**config.mk**
```make
export PLATFORM = sky130hd
export DESIGN_NAME = alu_seq
export DESIGN_NICKNAME = d
export VERILOG_FILES = /design/src/rtl/alu_pkg.sv /design/src/rtl/alu_mul_iter.sv /design/src/rtl/alu_seq.sv
export SDC_FILE = /design/constraint.sdc
export NUM_CORES = 1
export LEC_CHECK = 0
export BUFFER_PORTS_ARGS = -buffer_cell sky130_fd_sc_hd__buf_2
export CAP_MARGIN = 0
export CELL_PAD_IN_SITES_DETAIL_PLACEMENT = 0
export CELL_PAD_IN_SITES_GLOBAL_PLACEMENT = 1
export CORE_AREA = 5 5 136 138
export CTS_CLUSTER_SIZE = 14
export DETAILED_ROUTE_END_ITERATION = 8
export DIE_AREA = 0 0 141 143
export PLACE_DENSITY_LB_ADDON = 0.1
export REMOVE_ABC_BUFFERS = 1
export SYNTH_ARGS = -nofsm -noshare
export SYNTH_HDL_FRONTEND = slang
export SYNTH_HIERARCHICAL = 1
export SYNTH_SLANG_ARGS = --single-unit
```
**constraint.sdc**
```tcl
create_clock -name clk -period 6.4 [get_ports clk]
set_clock_uncertainty 0.1 [all_clocks]
set_input_delay 1.28 -clock clk [delete_from_list [all_inputs] [get_ports clk]]
set_output_delay 1.28 -clock clk [all_outputs]
set_load 0.02 [all_outputs]
```
**src/rtl/alu_pkg.sv**
```systemverilog
// Shared definitions for the sequential ALU: opcodes, flag bit positions, FSM states.
package alu_pkg;

  localparam logic [3:0] OP_AND  = 4'd0;
  localparam logic [3:0] OP_OR   = 4'd1;
  localparam logic [3:0] OP_XOR  = 4'd2;
  localparam logic [3:0] OP_NOT  = 4'd3;
  localparam logic [3:0] OP_ADD  = 4'd4;
  localparam logic [3:0] OP_ADDC = 4'd5;
  localparam logic [3:0] OP_SUB  = 4'd6;
  localparam logic [3:0] OP_CMP  = 4'd7;
  localparam logic [3:0] OP_LSH  = 4'd8;
  localparam logic [3:0] OP_RSH  = 4'd9;
  localparam logic [3:0] OP_ARSH = 4'd10;
  localparam logic [3:0] OP_MUL  = 4'd11;

  // Bit positions inside the 5-bit {Z,C,F,N,L} flag vector.
  localparam int FLAG_Z = 4;
  localparam int FLAG_C = 3;
  localparam int FLAG_F = 2;
  localparam int FLAG_N = 1;
  localparam int FLAG_L = 0;

  typedef enum logic {
    ST_IDLE = 1'b0,
    ST_BUSY = 1'b1
  } alu_state_e;

endpackage

```
**src/rtl/alu_mul_iter.sv**
```systemverilog
// Iterative shift-add multiplier, one multiplier bit per clock.
// The start edge seeds the cleared accumulator with bit 0's partial product and
// loads the counter with WIDTH-1 (bits still to process); each following edge
// folds in one more bit. done is high on the edge that takes the counter to 0,
// and product then carries the final value for the caller to register.
module alu_mul_iter #(
  parameter  int WIDTH = 16,
  localparam int SHW   = $clog2(WIDTH)
) (
  input  logic             clk,
  input  logic             reset,
  input  logic             start,
  input  logic [WIDTH-1:0] a,
  input  logic [WIDTH-1:0] b,
  output logic             done,
  output logic [WIDTH-1:0] product
);

  logic [WIDTH-1:0] acc_q, acc_d;
  logic [WIDTH-1:0] mcand_q, mcand_d;
  logic [WIDTH-1:0] mplier_q, mplier_d;
  logic [SHW-1:0]   cnt_q, cnt_d;

  // Next-state for the multiplier datapath: load on start, step while counting.
  always_comb begin
    acc_d    = acc_q;
    mcand_d  = mcand_q;
    mplier_d = mplier_q;
    cnt_d    = cnt_q;
    if (start) begin
      acc_d    = b[0] ? a : '0;
      mcand_d  = a << 1;
      mplier_d = b >> 1;
      cnt_d    = SHW'(WIDTH - 1);
    end else if (cnt_q != '0) begin
      acc_d    = acc_q + (mplier_q[0] ? mcand_q : '0);
      mcand_d  = mcand_q << 1;
      mplier_d = mplier_q >> 1;
      cnt_d    = cnt_q - SHW'(1);
    end
  end

  assign done    = (cnt_q == SHW'(1)) && !start;
  assign product = acc_d;

  // Multiplier state registers; reset aborts any operation in flight.
  always_ff @(posedge clk or posedge reset) begin
    if (reset) begin
      acc_q    <= '0;
      mcand_q  <= '0;
      mplier_q <= '0;
      cnt_q    <= '0;
    end else begin
      acc_q    <= acc_d;
      mcand_q  <= mcand_d;
      mplier_q <= mplier_d;
      cnt_q    <= cnt_d;
    end
  end

endmodule

```
**src/rtl/alu_seq.sv**
```systemverilog
// Registered ALU with persistent ZCFNL flags and an iterative multiplier.
// Handshake: a request is taken on any rising edge where in_valid && in_ready;
// in_ready is high exactly while the FSM is IDLE (including the out_valid cycle),
// and out_valid is a one-cycle pulse marking a fresh result/flags pair.
module alu_seq
  import alu_pkg::*;
#(
  parameter  int WIDTH = 16,
  localparam int SHW   = $clog2(WIDTH)
) (
  input  logic             clk,
  input  logic             reset,
  input  logic             in_valid,
  output logic             in_ready,
  input  logic [3:0]       op,
  input  logic [WIDTH-1:0] a,
  input  logic [WIDTH-1:0] b,
  output logic [WIDTH-1:0] result,
  output logic             out_valid,
  output logic [4:0]       flags,
  output alu_state_e       dbg_state
);

  alu_state_e       state_q, state_d;
  logic [WIDTH-1:0] result_q, result_d;
  logic [4:0]       flags_q, flags_d;
  logic             out_valid_q, out_valid_d;

  logic [WIDTH-1:0] alu_res;
  logic [4:0]       alu_flags;
  logic             alu_nop;
  logic [WIDTH:0]   sum;
  logic [WIDTH:0]   diff;
  logic [SHW-1:0]   sh;
  logic             mul_start;
  logic             mul_done;
  logic [WIDTH-1:0] mul_product;

  alu_mul_iter #(.WIDTH(WIDTH)) u_mul (
    .clk     (clk),
    .reset   (reset),
    .start   (mul_start),
    .a       (a),
    .b       (b),
    .done    (mul_done),
    .product (mul_product)
  );

  // Single-cycle datapath: result and flag candidates for every non-MUL opcode.
  always_comb begin
    alu_res   = '0;
    alu_flags = '0;
    alu_nop   = 1'b0;
    sh        = b[SHW-1:0];
    sum       = {1'b0, a} + {1'b0, b}
              + {{WIDTH{1'b0}}, (op == OP_ADDC) ? flags_q[FLAG_C] : 1'b0};
    diff      = {1'b0, a} - {1'b0, b};
    case (op)
      OP_AND:  alu_res = a & b;
      OP_OR:   alu_res = a | b;
      OP_XOR:  alu_res = a ^ b;
      OP_NOT:  alu_res = ~a;
      OP_ADD, OP_ADDC: begin
        alu_res           = sum[WIDTH-1:0];
        alu_flags[FLAG_C] = sum[WIDTH];
        alu_flags[FLAG_F] = (a[WIDTH-1] == b[WIDTH-1]) && (sum[WIDTH-1] != a[WIDTH-1]);
      end
      OP_SUB: begin
        alu_res           = diff[WIDTH-1:0];
        alu_flags[FLAG_C] = diff[WIDTH];
        alu_flags[FLAG_F] = (a[WIDTH-1] != b[WIDTH-1]) && (diff[WIDTH-1] != a[WIDTH-1]);
      end
      OP_CMP: begin
        alu_res           = '0;
        alu_flags[FLAG_N] = $signed(a) < $signed(b);
        alu_flags[FLAG_L] = a < b;
      end
      OP_LSH:  alu_res = a << sh;
      OP_RSH:  alu_res = a >> sh;
      OP_ARSH: alu_res = $unsigned($signed(a) >>> sh);
      OP_MUL:  alu_res = '0;
      default: alu_nop = 1'b1;
    endcase
    // CMP defines Z from operand equality; every other op from its result.
    alu_flags[FLAG_Z] = (op == OP_CMP) ? (a == b) : (alu_res == '0);
  end

  // Control FSM: accept in IDLE, wait on the multiplier in BUSY, write outputs on completion.
  always_comb begin
    state_d     = state_q;
    result_d    = result_q;
    flags_d     = flags_q;
    out_valid_d = 1'b0;
    mul_start   = 1'b0;
    in_ready    = (state_q == ST_IDLE);
    case (state_q)
      ST_IDLE: begin
        if (in_valid) begin
          if (op == OP_MUL) begin
            mul_start = 1'b1;
            state_d   = ST_BUSY;
          end else begin
            out_valid_d = 1'b1;
            result_d    = alu_res;
            if (!alu_nop) flags_d = alu_flags;
          end
        end
      end
      ST_BUSY: begin
        if (mul_done) begin
          state_d          = ST_IDLE;
          out_valid_d      = 1'b1;
          result_d         = mul_product;
          flags_d          = '0;
          flags_d[FLAG_Z]  = (mul_product == '0);
        end
      end
      default: state_d = ST_IDLE;
    endcase
  end

  // State, result, flag and out_valid registers.
  always_ff @(posedge clk or posedge reset) begin
    if (reset) begin
      state_q     <= ST_IDLE;
      result_q    <= '0;
      flags_q     <= '0;
      out_valid_q <= 1'b0;
    end else begin
      state_q     <= state_d;
      result_q    <= result_d;
      flags_q     <= flags_d;
      out_valid_q <= out_valid_d;
    end
  end

  assign result    = result_q;
  assign flags     = flags_q;
  assign out_valid = out_valid_q;
  assign dbg_state = state_q;

endmodule
```
==> results of run 1 <==
==> worst max-delay path, stage by stage <==
cell and delay [ns]:
buf_2 0.30, nand2b_1 0.14, nor2_1 0.14, nand3_1 0.12, fa_1 0.42, fa_1 0.41
xor2_1 0.15, o22ai_1 0.12, or4_4 0.56, or4_1 0.56, nor4b_1 0.48, nor4b_2 0.31
nand4b_1 0.13, o31ai_1 0.25
==> routing by layer <==
layer	wire (µm)	track usage, %	vias to the layer above
li1	-	-	3892
met1	12660	40.87	4016
met2	13750	47.40	386
met3	2348	4.990	84
met4	964	10.15	0
met5	0	0	-
==> sequential cells by signal, indices dropped and copies added, names as in the netlist <==
| name | count |
|---|---|
| dbg_state | 1 |
| flags | 5 |
| out_valid | 1 |
| result | 16 |
| u_mul/acc_q | 16 |
| u_mul/cnt_q | 4 |
| u_mul/mcand_q | 15 |
| u_mul/mplier_q | 15 |
==> cells by family (layout without fill, tap and decap cells) <==
| logic type | Yosys count | in the layout | share of synthesized area (%) |
|---|---|---|---|
| and+or+nand+nor | 339 | 339 | 19.42 |
| AOI/OAI and AO/OA | 296 | 296 | 22.74 |
| buffers and inverters | 146 | 170 | 6.687 |
| xor gates and xnor gates | 17 | 17 | 1.730 |
| adders and majority gates | 69 | 69 | 10.38 |
| muxes | 107 | 107 | 17.82 |
| DFF | 73 | 73 | 21.22 |
==> power by group through the flow <==
| stage | combinational [W] | sequential, W | clock (W) |
|---|---|---|---|
| 2_1_floorplan | 0.000824 | 0.000816 | 0 |
| 3_3_place_gp | 0.00129 | 0.000767 | 0 |
| 3_5_place_dp | 0.00129 | 0.000771 | 0 |
| 4_1_cts | 0.00130 | 0.000763 | 0.000633 |
| 5_1_grt | 0.00143 | 0.000785 | 0.000649 |
| 6_report | 0.00131 | 0.000760 | 0.000620 |
==> path summary, 6_finish.rpt <==
| kind | endpoint | start | cells past startpoint | slack, ns |
|---|---|---|---|---|
| setup / recovery | flags[4] | op[2] | 14 | 1.18 |
| hold / removal | flags[1] | flags[1] | 2 | 0.39 |
| setup reg to reg | flags[4] | u_mul/mplier_q[0] | 18 | 2.16 |
| hold reg to reg | flags[1] | flags[1] | 2 | 0.39 |
| max in group asynchronous | result[5] | reset | 2 | 4.47 |
| min in group asynchronous | u_mul/mplier_q[7] | reset | 3 | 1.03 |
==> per-stage QoR <==
step                      area, µm²  utilization, %
final                          9427           55.27
after global routing           9427           55.27
after CTS                      9427           55.27
after detailed placement       9075           53.21
after global placement         9075           53.21
after floorplan                8298               -
==> cells in the final DEF, fill, tap and decap left out, types with 13 or more instances in the layout <==
| cell type | instances |
|---|---|
| nand2_1 | 100 |
| nand2b_1 | 16 |
| mux2i_1 | 61 |
| and2_1 | 17 |
| mux4_2 | 36 |
| nor2b_1 | 13 |
| inv_1 | 68 |
| o21ai_0 | 40 |
| buf_4 | 20 |
| nor2_1 | 79 |
| nor3_1 | 21 |
| ha_1 | 65 |
| buf_2 | 62 |
| a21oi_1 | 63 |
| o21ai_1 | 41 |
| nand3_1 | 30 |
| o22ai_1 | 15 |
| dfrtp_1 | 73 |
| a211oi_1 | 16 |
==> cell type report <==
cell class / count / area, µm² / area share, %
flip-flops and latches: 73 / 1827 / 19.38
well taps: 225 / 281.5 / 2.986
multi-input cells: 828 / 6220 / 65.98
clock inverters: 7 / 126.4 / 1.341
clock buffers: 9 / 225.2 / 2.389
inverters: 71 / 266.5 / 2.827
repair buffers: 83 / 480.5 / 5.097
==> results.sh, run 1 <==
export IMPL_die_height_um=143
export IMPL_period_share_pct=81.62
export IMPL_cts_resized=0
export IMPL_dieArea_um2=20160
export IMPL_drt_pass1_iterations=5
export IMPL_synth_seq_area_share_pct=21.22
export IMPL_stdcell_count=1296
export IMPL_rsz0062_at_grt="no"
export IMPL_clockBufferDepth=2
export IMPL_clock_sinks=73
export IMPL_htreeDepth=3
export IMPL_ys_ff_latch=73
export IMPL_postCtsSetupRepairBufs=0
export IMPL_synth_most_common_cell="nand2_1"
export IMPL_cts_tree="built"
export IMPL_setup_viol=0
export IMPL_hold_viol=0
export IMPL_cp_end_kind="flop"
export IMPL_setup_tns_ns=0
export IMPL_syn_mean_instance_area_um2=8.221
export IMPL_synth_area_leaders="dfrtp_1, ha_1, mux4_2, mux2i_1, nand2_1"
export IMPL_pwr_share_comb_pct=48.7
export IMPL_tightestPinTransition_ns=1.029
export IMPL_grt_overflow=0
export IMPL_crit_fanout=21
export IMPL_hold_path_class="reg2reg"
export IMPL_place_inst=1280
export IMPL_initial_core_util_pct=50.46
export IMPL_fillers=1665
export IMPL_hold_buffers=0
export IMPL_cts_root_buf="clkbuf_16"
export IMPL_dp_slack_ns=0.9326
export IMPL_io_pins=63
export IMPL_p_sw_w=0.001162
export IMPL_grt_pass1_vias=8048
export IMPL_cts_reportedPaths_clkPinSlew_ns=0.06
export IMPL_pwr_density_cell_nw_per_um2=285.2
export IMPL_totalWireLength_um=29720
export IMPL_setup_slack_ns=1.177
export IMPL_drt_iter0_markers=766
export IMPL_share_seq_of_total_power_pct=28.3
export IMPL_area_delta_synth_final_pct=9.522
export IMPL_p_int_w=0.001527
export IMPL_swShare_pct=43.21
export IMPL_synth_cell_types=82
export IMPL_vias=8378
export IMPL_run_status="finished clean"
export IMPL_antenna_cells=0
export IMPL_leakage_nw=4.089
export IMPL_drive_gt1_share_pct=15.69
export IMPL_synth_top_area_share_pct=21.22
export IMPL_synth_edf_count=0
export IMPL_synth_top_area_cell="dfrtp_1"
export IMPL_grt_max_degree=87
export IMPL_power_frac_clock_pct=23.1
export IMPL_start_kind="primary input"
export IMPL_synthTopCellsByCount="nand2_1, nor2_1, dfrtp_1"
export IMPL_synth_area_um2=8607
export IMPL_slew_headroom_pct=31.33
export IMPL_final_max_slew_viol_count=0
export IMPL_clk_insertion_delay_late_ns=0.35
export IMPL_hold_ws_ns=0.3906
export IMPL_wl_per_cell_um=22.93
export IMPL_ys_warnings_count=6
export IMPL_required_ns=6.55
export IMPL_drc_errors=0
export IMPL_coreArea_um2=17060
export IMPL_peakVddDrop_uv=306.0
export IMPL_antenna_found_initial=0
export IMPL_dp_hpwl_um=21730
export IMPL_ant_nets=0
export IMPL_die_w_um=141
export IMPL_cts_made_buffers=9
export IMPL_port_buffers=62
export IMPL_async_flop_share_pct=100.0
export IMPL_cap_violations=0
export IMPL_cp_arrival_ns=5.37
export IMPL_post_drt_via_cell_ratio=6.465
export IMPL_grt_use_total_pct=29.61
export IMPL_max_freq_mhz=191.4
export IMPL_place_congestion=1.015
export IMPL_p_total_w=0.002689
export IMPL_syn_inst=1047
export IMPL_grt_pass1_wl_um=46370
export IMPL_final_nets=1174
export IMPL_ys_flop_type="dfrtp_1"
export IMPL_crit_type="in2reg"
export IMPL_rows=48
export IMPL_fin_crit_ns=5.223
No activity file was read; power rests on OpenSTA's default activity.
==> run 2: changes to the inputs <==
--- a/config.mk
+++ b/config.mk
@@ -5,14 +5,15 @@
 export SDC_FILE = /design/constraint.sdc
 export NUM_CORES = 1
 export LEC_CHECK = 0
+export ABC_AREA = 1
 export BUFFER_PORTS_ARGS = -buffer_cell sky130_fd_sc_hd__buf_2
 export CAP_MARGIN = 0
 export CELL_PAD_IN_SITES_DETAIL_PLACEMENT = 0
 export CELL_PAD_IN_SITES_GLOBAL_PLACEMENT = 1
-export CORE_AREA = 5 5 136 138
+export CORE_AREA = 5 5 158 160
 export CTS_CLUSTER_SIZE = 14
 export DETAILED_ROUTE_END_ITERATION = 8
-export DIE_AREA = 0 0 141 143
+export DIE_AREA = 0 0 163 165
 export PLACE_DENSITY_LB_ADDON = 0.1
 export REMOVE_ABC_BUFFERS = 1
 export SYNTH_ARGS = -nofsm -noshare
==> constraint.sdc (replaced) <==
create_clock -name clk -period 4.6 [get_ports clk]
set_clock_uncertainty 0.1 [all_clocks]
set_input_delay 0.92 -clock clk [delete_from_list [all_inputs] [get_ports clk]]
set_output_delay 0.92 -clock clk [all_outputs]
set_load 0.02 [all_outputs]
==> run 2 against run 1 <==
Utilization shrank 13 points. Final area grew 4.0%. Sequential power grew 38%. Cell count grew 46%. Hold slack lost 0.0097 ns. Clock power grew 25%. First-iteration DRC count grew 16%. Die area grew 33%. Via count grew 21%. Largest cell class unchanged. Largest power group unchanged.
==> results.sh, run 2 <==
export IMPL_cts_tree="built"
export IMPL_drt_met1_wl_um=16040
export IMPL_setup_slack_ns=1.014
export IMPL_drt_pass1_iterations=6
export IMPL_ys_flop_type="dfrtp_1"
export IMPL_setup_viol=0
export IMPL_grt_pass1_wl_um=55510
export IMPL_grt_use_total_pct=26.85
export IMPL_synth_top_area_cell="nand2_1"
export IMPL_async_flop_share_pct=100.0
export IMPL_run_status="finished clean"
export IMPL_drive_gt1_share_pct=9.379
export IMPL_cts_reportedPaths_clkPinSlew_ns=0.07
export IMPL_post_drt_via_cell_ratio=5.349
export IMPL_area_delta_synth_final_pct=9.076
export IMPL_hp_start="result[0]"
export IMPL_start_kind="primary input"
export IMPL_highest_layer="met4"
export IMPL_wl_per_cell_um=19.25
export IMPL_final_cell_mix="nand2_1, nand3_1, inv_1, nor2_1, dfrtp_1"
export IMPL_clockBufferDepth=2
export IMPL_place_congestion=0.9555
export IMPL_cts_resized=0
export IMPL_io_pins=63
export IMPL_synth_top_area_share_pct=21.21
export IMPL_grt_pass1_vias=9395
export IMPL_port_buffers=62
export IMPL_required_ns=4.78
export IMPL_layout_commonest_cell="nand2_1"
export IMPL_synth_top_family_by_area="simple AND/OR/NAND/NOR gates"
export IMPL_dieArea_um2=26900
export IMPL_final_max_slew_viol_count=0
export IMPL_postLayoutCoreUtil_pct=42.15
export IMPL_swShare_pct=48.24
export IMPL_syn_mean_instance_area_um2=5.818
export IMPL_totalWireLength_um=36510
export IMPL_cts_made_buffers=9
export IMPL_grt_max_degree=42
export IMPL_dr_wl_met3_um=2236
export IMPL_vias=10150
export IMPL_regToRegStartpoint="u_mul/mplier_q[0]"
export IMPL_final_nets=1681
export IMPL_die_height_um=165
export IMPL_max_freq_mhz=278.9
export IMPL_ys_ff_latch=73
export IMPL_synth_seq_area_share_pct=20.32
export IMPL_syn_inst=1545
export IMPL_p_total_w=0.003749
export IMPL_hold_path_class="reg2reg"
export IMPL_dp_hpwl_um=29070
export IMPL_grt_overflow=0
export IMPL_yosys_mux_area_fraction_pct=0
export IMPL_initial_core_util_pct=38.64
export IMPL_synth_compound_area_share_pct=11.66
export IMPL_synth_simple_area_share_pct=44.70
export IMPL_min_path_cells=2
export IMPL_postCtsSetupRepairBufs=0
export IMPL_tightestPinTransition_ns=0.9298
export IMPL_crit_fanout=5
export IMPL_clock_sinks=73
export IMPL_route_met2_wl_um=16870
export IMPL_ant_nets=0
export IMPL_die_w_um=163
export IMPL_p_sw_w=0.001808
export IMPL_peakVddDrop_uv=187.0
export IMPL_period_share_pct=77.95
export IMPL_reg2reg_slack_ns=1.23
export IMPL_hold_buffers=0
export IMPL_reg2reg_to="flags[4]"
export IMPL_ys_warnings_count=6
export IMPL_leakage_nw=5.367
export IMPL_pwr_share_comb_pct=51.2
export IMPL_synth_most_common_cell="nand2_1"
export IMPL_cp_arrival_ns=3.77
export IMPL_crit_type="in2reg"
export IMPL_fin_crit_ns=3.586
export IMPL_hold_end="result[0]"
export IMPL_synth_area_um2=8989
export IMPL_drt_iter0_markers=886
export IMPL_clk_insertion_delay_late_ns=0.34
export IMPL_pwr_density_cell_nw_per_um2=382.3
export IMPL_share_seq_of_total_power_pct=28.1
export IMPL_antenna_found_initial=0
export IMPL_p_int_w=0.001940
export IMPL_hold_ws_ns=0.3809
export IMPL_synth_cell_types=45
export IMPL_synth_edf_count=0
export IMPL_antenna_cells=0
export IMPL_power_frac_clock_pct=20.7
export IMPL_synth_xor_area_share_pct=0.7795
export IMPL_rows=56
export IMPL_dp_slack_ns=0.7203
export IMPL_coreArea_um2=23260
export IMPL_synth_area_leaders="nand2_1, dfrtp_1, nand3_1, ha_1, inv_1"
export IMPL_synthAdderAreaFrac_pct=9.939
export IMPL_cp_end_kind="flop"
export IMPL_cap_violations=0
export IMPL_rsz0062_at_grt="no"
export IMPL_synthTopCellsByCount="nand2_1, nand3_1, inv_1"
export IMPL_htreeDepth=3
export IMPL_reg2reg_depth=18
export IMPL_setup_tns_ns=0
export IMPL_drc_errors=0
export IMPL_hold_viol=0
export IMPL_slew_headroom_pct=37.94
export IMPL_cts_root_buf="clkbuf_16"
run 2: worst max-delay path: stages:
cell     delay [ns]
buf_2          0.12
inv_1          0.07
nor2_1         0.23
nand4_1        0.15
fa_1           0.44
fa_1           0.40
inv_1          0.06
nand2_1        0.06
nand2_1        0.14
nand3_1        0.10
nand2_1        0.13
nand2_1        0.07
nand3_1        0.07
nand3_1        0.09
nor2_1         0.16
nand2_1        0.07
nor2_1         0.08
nand2_1        0.07
nor2_1         0.10
nand2_1        0.05
nand2_1        0.06
nand2_1        0.06
nand2_1        0.07
run 2: final cells by class:
type | instances | area (µm²)
sequential | 73 | 1827
clock inverter | 7 | 98.84
tap | 319 | 399.1
fill | 2691 | 13460
multi-input combinational | 1201 | 6037
clock buffer | 9 | 225.2
inverter | 211 | 794.5
timing repair buffer | 77 | 422.9
run 2: kinds of logic (layout without fill, tap and decap cells):
| logic type | count (synthesis) | in the layout |
|---|---|---|
| buffers and inverters | 271 | 304 |
| DFF | 73 | 73 |
| adders and majority gates | 69 | 69 |
| AOI/OAI and AO/OA | 187 | 187 |
| and+or+nand+nor | 937 | 937 |
| xor gates and xnor gates | 8 | 8 |
run 2: worst max-delay path by stage:
stage                from       end  slack (ns)  cells past startpoint
floorplan           op[3]  flags[4]       -0.28                     14
CTS                 op[0]  flags[4]        1.06                     23
detailed placement  op[0]  flags[4]        0.72                     23
global route        op[0]  flags[4]        0.68                     23
global placement    op[0]  flags[4]        0.80                     21
finish              op[0]  flags[4]        1.01                     23
run 2: power by group through the flow:
| stage | clock (W) | combinational [W] | sequential, W |
|---|---|---|---|
| after floorplan | 0 | 0.00120 | 0.00110 |
| after global placement | 0 | 0.00191 | 0.00106 |
| after detailed placement | 0 | 0.00190 | 0.00106 |
| after CTS | 0.000788 | 0.00191 | 0.00105 |
| after global routing | 0.000817 | 0.00214 | 0.00108 |
| final | 0.000776 | 0.00192 | 0.00105 |
run 2: metal layers:
layer  up-vias  global-route usage [%]
met5         -                       0
met2       375                   44.53
met1      4684                   36.45
met4         0                   9.722
met3        69                   2.670
li1       5020                       -
run 2: stage by stage:
step | cell area, µm² | cells
floorplan | 8651 | 1485
global placement | 9480 | 1881
detailed placement | 9480 | 1881
CTS | 9804 | 1897
global route | 9804 | 1897
finish | 9804 | 1897
